## src/rtl/spi_master_ctrl.sv

```systemverilog
// -----------------------------------------------------------------------------
// spi_master_ctrl
//
// SPI mode-0 master (CPOL=0, CPHA=0). Each accepted start shifts one DATA_W-bit
// word out on mosi, MSB first, and captures one word from miso. With hold_cs
// set, cs_n stays low after the word so several words form one burst.
//
// Handshake: start_i is a request that is taken only when busy_o=0 and no done
// pulse is showing. tx_data_i and hold_cs_i are sampled in the cycle start_i is
// taken. done_o is a one-cycle pulse marking rx_data_o valid; rx_data_o then
// holds until the next done_o. abort_i wins over start_i in the same cycle.
//
// Ports
//   clk_i        system clock
//   rst_i        synchronous reset, active high
//   start_i      transfer request
//   tx_data_i    word to send
//   hold_cs_i    1 = keep cs_n low after this word
//   abort_i      terminate the current transfer at once
//   miso_i       slave data in (sampled directly in the clk domain)
//   busy_o       transfer in progress (SETUP, LOW, HIGH, HOLD)
//   done_o       one-cycle pulse, rx_data_o valid
//   rx_data_o    last received word
//   sclk_o       SPI clock, idle low
//   cs_n_o       chip select, active low
//   mosi_o       master data out
//   dbg_state_o  current FSM state, for debug and checkers
// -----------------------------------------------------------------------------
module spi_master_ctrl #(
   parameter int DATA_W   = 8,
   parameter int CLK_DIV  = 4,
   parameter int CS_SETUP = 2,
   parameter int CS_HOLD  = 2
) (
   input  logic              clk_i,
   input  logic              rst_i,
   input  logic              start_i,
   input  logic [DATA_W-1:0] tx_data_i,
   input  logic              hold_cs_i,
   input  logic              abort_i,
   input  logic              miso_i,
   output logic              busy_o,
   output logic              done_o,
   output logic [DATA_W-1:0] rx_data_o,
   output logic              sclk_o,
   output logic              cs_n_o,
   output logic              mosi_o,
   output logic [2:0]        dbg_state_o
);

   // Parameter legality, caught at elaboration.
   if (CLK_DIV < 2) begin : g_chk_clk_div
      $error("spi_master_ctrl: CLK_DIV must be >= 2");
   end
   if (CS_SETUP < 1) begin : g_chk_cs_setup
      $error("spi_master_ctrl: CS_SETUP must be >= 1");
   end
   if (CS_HOLD < 1) begin : g_chk_cs_hold
      $error("spi_master_ctrl: CS_HOLD must be >= 1");
   end
   if (DATA_W < 2) begin : g_chk_data_w
      $error("spi_master_ctrl: DATA_W must be >= 2");
   end

   typedef enum logic [2:0] {
      S_IDLE  = 3'd0,
      S_SETUP = 3'd1,
      S_LOW   = 3'd2,
      S_HIGH  = 3'd3,
      S_HOLD  = 3'd4,
      S_PAUSE = 3'd5
   } state_t;

   // One phase counter serves every timed state, so it is sized for the longest.
   localparam int CNT_MAX = (CLK_DIV > CS_SETUP)
                            ? ((CLK_DIV > CS_HOLD) ? CLK_DIV : CS_HOLD)
                            : ((CS_SETUP > CS_HOLD) ? CS_SETUP : CS_HOLD);
   localparam int CNT_W   = (CNT_MAX > 1) ? $clog2(CNT_MAX) : 1;
   localparam int BIT_W   = $clog2(DATA_W);

   localparam logic [CNT_W-1:0] CNT_ONE    = CNT_W'(1);
   localparam logic [CNT_W-1:0] SETUP_LAST = CNT_W'(CS_SETUP - 1);
   localparam logic [CNT_W-1:0] DIV_LAST   = CNT_W'(CLK_DIV - 1);
   localparam logic [CNT_W-1:0] HOLD_LAST  = CNT_W'(CS_HOLD - 1);
   localparam logic [BIT_W-1:0] BIT_ONE    = BIT_W'(1);
   localparam logic [BIT_W-1:0] BIT_TOP    = BIT_W'(DATA_W - 1);

   state_t              state_q;
   logic [CNT_W-1:0]    cnt_q;
   logic [BIT_W-1:0]    bit_q;
   logic [DATA_W-1:0]   tx_sh_q;
   logic [DATA_W-1:0]   rx_sh_q;
   logic [DATA_W-1:0]   rx_data_q;
   logic                hold_q;
   logic                busy_q;
   logic                done_q;
   logic                sclk_q;
   logic                cs_n_q;
   logic                mosi_q;

   // Word sampled on the last HIGH cycle of the final bit.
   logic [DATA_W-1:0]   rx_word_d;
   assign rx_word_d = {rx_sh_q[DATA_W-2:0], miso_i};

   always_ff @(posedge clk_i) begin
      if (rst_i) begin
         state_q   <= S_IDLE;
         cnt_q     <= '0;
         bit_q     <= '0;
         tx_sh_q   <= '0;
         rx_sh_q   <= '0;
         rx_data_q <= '0;
         hold_q    <= 1'b0;
         busy_q    <= 1'b0;
         done_q    <= 1'b0;
         sclk_q    <= 1'b0;
         cs_n_q    <= 1'b1;
         mosi_q    <= 1'b0;
      end else begin
         done_q <= 1'b0;
         if (abort_i) begin
            state_q <= S_IDLE;
            cnt_q   <= '0;
            busy_q  <= 1'b0;
            sclk_q  <= 1'b0;
            cs_n_q  <= 1'b1;
            mosi_q  <= 1'b0;
         end else begin
            case (state_q)
               S_IDLE: begin
                  // The done cycle is still the tail of the previous word.
                  if (start_i && !done_q) begin
                     tx_sh_q <= tx_data_i;
                     hold_q  <= hold_cs_i;
                     mosi_q  <= tx_data_i[DATA_W-1];
                     bit_q   <= BIT_TOP;
                     cnt_q   <= '0;
                     busy_q  <= 1'b1;
                     cs_n_q  <= 1'b0;
                     state_q <= S_SETUP;
                  end
               end
               S_SETUP: begin
                  if (cnt_q == SETUP_LAST) begin
                     cnt_q   <= '0;
                     state_q <= S_LOW;
                  end else begin
                     cnt_q <= cnt_q + CNT_ONE;
                  end
               end
               S_LOW: begin
                  if (cnt_q == DIV_LAST) begin
                     cnt_q   <= '0;
                     sclk_q  <= 1'b1;
                     state_q <= S_HIGH;
                  end else begin
                     cnt_q <= cnt_q + CNT_ONE;
                  end
               end
               S_HIGH: begin
                  if (cnt_q == DIV_LAST) begin
                     cnt_q   <= '0;
                     sclk_q  <= 1'b0;
                     rx_sh_q <= rx_word_d;
                     if (bit_q == '0) begin
                        if (hold_q) begin
                           busy_q    <= 1'b0;
                           done_q    <= 1'b1;
                           rx_data_q <= rx_word_d;
                           state_q   <= S_PAUSE;
                        end else begin
                           state_q <= S_HOLD;
                        end
                     end else begin
                        // Next bit goes out as sclk falls (mode 0).
                        bit_q   <= bit_q - BIT_ONE;
                        tx_sh_q <= tx_sh_q << 1;
                        mosi_q  <= tx_sh_q[DATA_W-2];
                        state_q <= S_LOW;
                     end
                  end else begin
                     cnt_q <= cnt_q + CNT_ONE;
                  end
               end
               S_HOLD: begin
                  if (cnt_q == HOLD_LAST) begin
                     cnt_q     <= '0;
                     busy_q    <= 1'b0;
                     done_q    <= 1'b1;
                     rx_data_q <= rx_sh_q;
                     cs_n_q    <= 1'b1;
                     mosi_q    <= 1'b0;
                     state_q   <= S_IDLE;
                  end else begin
                     cnt_q <= cnt_q + CNT_ONE;
                  end
               end
               S_PAUSE: begin
                  // cs_n is already low, so the burst continues straight into LOW.
                  if (start_i && !done_q) begin
                     tx_sh_q <= tx_data_i;
                     hold_q  <= hold_cs_i;
                     mosi_q  <= tx_data_i[DATA_W-1];
                     bit_q   <= BIT_TOP;
                     cnt_q   <= '0;
                     busy_q  <= 1'b1;
                     state_q <= S_LOW;
                  end
               end
               default: begin
                  state_q <= S_IDLE;
                  cnt_q   <= '0;
                  busy_q  <= 1'b0;
                  sclk_q  <= 1'b0;
                  cs_n_q  <= 1'b1;
                  mosi_q  <= 1'b0;
               end
            endcase
         end
      end
   end

   assign busy_o      = busy_q;
   assign done_o      = done_q;
   assign rx_data_o   = rx_data_q;
   assign sclk_o      = sclk_q;
   assign cs_n_o      = cs_n_q;
   assign mosi_o      = mosi_q;
   assign dbg_state_o = state_q;

endmodule

```

## config.mk

```make
export PLATFORM = sky130hd
export DESIGN_NAME = spi_master_ctrl
export DESIGN_NICKNAME = d
export VERILOG_FILES = /design/src/rtl/spi_master_ctrl.sv
export SDC_FILE = /design/constraint.sdc
export NUM_CORES = 1
export LEC_CHECK = 0
export BUFFER_PORTS_ARGS = -buffer_cell sky130_fd_sc_hd__buf_4
export CAP_MARGIN = 40
export CORE_ASPECT_RATIO = 1.5
export CORE_MARGIN = 2
export CORE_UTILIZATION = 40
export CTS_CLUSTER_SIZE = 20
export DETAILED_ROUTE_END_ITERATION = 10
export MAX_ROUTING_LAYER = met4
export SYNTH_ARGS = -nofsm -noshare
export SYNTH_HDL_FRONTEND = slang
export SYNTH_SLANG_ARGS = --single-unit
export TNS_END_PERCENT = 5
```

## constraint.sdc

```tcl
create_clock -name clk_i -period 1.5 [get_ports clk_i]
set_input_delay 0.15 -clock clk_i [delete_from_list [all_inputs] [get_ports clk_i]]
set_output_delay 0.15 -clock clk_i [all_outputs]
set_load 0.03 [all_outputs]
```

==> out/metrics.yaml <==
cp_data_required_time_ps: 1710
fmax_mhz: 642
finalHoldViolations: 0
max-slew-margin-rel_pct: 72.8
design_area_mm2: 0.00282
async_flop_share_pct: 0
clkLatencyLatePin_ps: 290
ys_types: 50
vias: 1942
clock-root-buffer: "clkbuf_8"
r2r_slack_ps: -60
reg2reg_depth: 7
tightest_slew_ps: 404
antenna_found_initial: 0
grt_use_met3_pct: 3.60
grt_pass1_vias: 1837
yosys-top-cells-area: "dfxtp_1, a21oi_1, a311oi_1, mux2i_1, o21ai_0"
violations: "setup timing"
initial_core_util_pct: 41.0
grt_max_degree: 30
cts_hold_buffers: 0
synth_seq_cells: 37
core_mm2: 0.00481
synth.most_common_cell: "dfxtp_1"
cp-startpoint: "bit_q[0]"
overflow: 0
synth.avg_cell_area_um2: 8.73
setup-tns-final_ps: -133
synth_cells: 226
dp_cells: 347
place_congestion: 0.841
yosysWarnings: 0
synth_edf_count: 0
hold_path_class: "primary input to flop"
drive_above_1_share_pct: 42.3
dieWidth_um: 61.3
die_h_um: 90.0
worst_setup_path_end_kind: "flop"
ys.flop_type: "dfxtp_1"
via_per_inst: 5.41
setup_ws_ps: -57.0
io_buffers: 29
cts.clk_slew.worst_paths_ps: 70
cts_buffers: 5
critPathCapture: "dbg_state_o[0]"
wl_um: 5120
dieArea_mm2: 0.00552
busiest_layer: "met2"
final-max-slew-violation-count: 0
vdd_drop_max_v: 0.000450
path_max_fanout: 3
ant_nets: 0
rsz0062_at_grt: "true"
place_area_mm2: 0.00253
skew_ps: 5.21
ys_seq_area_share_pct: 37.5
grt_use_total_pct: 20.3
setup_viol: 5
timing.rr.start: "bit_q[0]"
min_period_over_period_pct: 104
power.leakage_nw: 1.08
dr.pass1.iters: 4
drt-initial-drc-count: 104
wl_per_cell_um: 14.3
drc: 0
use_met2_pct: 29.8
grt_first_pass_wirelength_um: 8600
crit_type: "flop to flop"
max_cap_violations: 0
area_growth_pct: 42.7
final_cells: 359
start_kind: "flop"
worstPathArrival_ps: 1770
synth_commonest_cells: "dfxtp_1, a21oi_1, nand2_1, o21ai_0, a311oi_1"
htree_levels: 2
cts.sinks: 37
diodes: 0
dp_hpwl_um: 3480
ioPinCount: 30
run_status: "complete, but fails checks"
fin_hold_ws_ps: 104
met1_usage_pct: 28.3
syn_area_mm2: 0.00197
power_mw: 2.05
cts_tree: "yes"
synth_top_area_cell: "dfxtp_1"
power_density_mw_per_mm2: 727
num_rows: 31
synth.top_cell.area_share_pct: 37.5
clockBufferDepth: 2
syn_nets: 245
r2r_end: "dbg_state_o[0]"
nets: 311
fin_crit_ps: 1560
cell usage in the layout, fill, tap and decap left out, drive strengths merged, types with 2 or more instances in the layout:
master and count:
clkbuf 6, ha 5, nor2 9, and3b 3, mux2i 10, or4 2, nor4 3, nor3 2
nor4b 2, a31oi 2, o21ai 18, and2 2, nor3b 2, inv 6, dfxtp 37, a211oi 2
buf 76, nand2b 6, nor2b 4, nand2 21, a311oi 17, a22o 3, o32ai 2, a21oi 33
clkinv 3
cell type report:
type,count,area (um2)
Clock buffer,6,72.6
Clock inverter,2,10.0
Multi-Input combinational cell,165,1270
Fill cell,455,1990
Tap cell,66,82.6
Sequential cell,37,757
Timing Repair Buffer,76,597
Inverter,7,26.3
through the flow:
| step | setup slack (ps) | util [%] |
|---|---|---|
| floorplan | -64.8 | - |
| global placement | -88.7 | 52.5 |
| detailed placement | -141 | 52.5 |
| CTS | -47.3 | 55.8 |
| global route | -135 | 58.5 |
| finish | -57.0 | 58.5 |
registers in the layout, indices dropped and copies added, names as in the netlist:
signal       cells
rx_data_o        8
rx_sh_q          8
tx_sh_q          7
bit_q            3
dbg_state_o      3
cnt_q            2
busy_o           1
cs_n_o           1
done_o           1
hold_q           1
mosi_o           1
sclk_o           1
per-layer routing:
| metal | up-vias | part of all wire [%] | routed length [um] |
|---|---|---|---|
| met5 | - | 0 | 0 |
| met4 | 0 | 0.92 | 47 |
| met3 | 4 | 2.0 | 102 |
| met2 | 27 | 49 | 2520 |
| met1 | 935 | 48 | 2450 |
| li1 | 976 | - | - |
how the worst min path moves through the flow:
| stage | startpoint | to | slack [ps] | depth (start not counted) |
|---|---|---|---|---|
| after CTS | hold_cs_i | hold_q | 100 | 3 |
| final | hold_cs_i | hold_q | 100 | 3 |
| after global routing | miso_i | rx_sh_q[0] | 110 | 3 |
| after detailed placement | hold_cs_i | hold_q | 400 | 3 |
| after floorplan | miso_i | rx_sh_q[0] | 290 | 2 |
| after global placement | hold_cs_i | hold_q | 390 | 3 |
timing repair:
action | CTS | global route
setup buffers | 2 | 1
gates cloned | 0 | 1
resized for setup | 17 | 27
pin swaps | 10 | 9
endpoints found under the setup margin | 30 | 35
cells by family after synthesis:
kind of cell | count (synthesis) | share of synthesized area [%]
DFF | 37 | 37.5
xor gates and xnor gates | 1 | 0.825
adders and majority gates | 5 | 3.17
AOI/OAI and AO/OA | 85 | 29.3
muxes | 10 | 5.07
and+or+nand+nor | 63 | 17.6
buffers and inverters | 25 | 6.47
where the power goes:
part | switching [mW] | leakage, nW | internal (mW)
clock | 0.354 | 0.0450 | 0.322
combinational | 0.171 | 0.726 | 0.167
sequential | 0.0246 | 0.305 | 1.01
critical path: stages (launching register included):
cell and delay (ps):
dfxtp_2 320, inv_2 70, ha_4 130, buf_4 90, and3b_2 250, a21oi_2 70
or4_1 400, a21oi_1 150
Power figures use the tool's default switching activity.
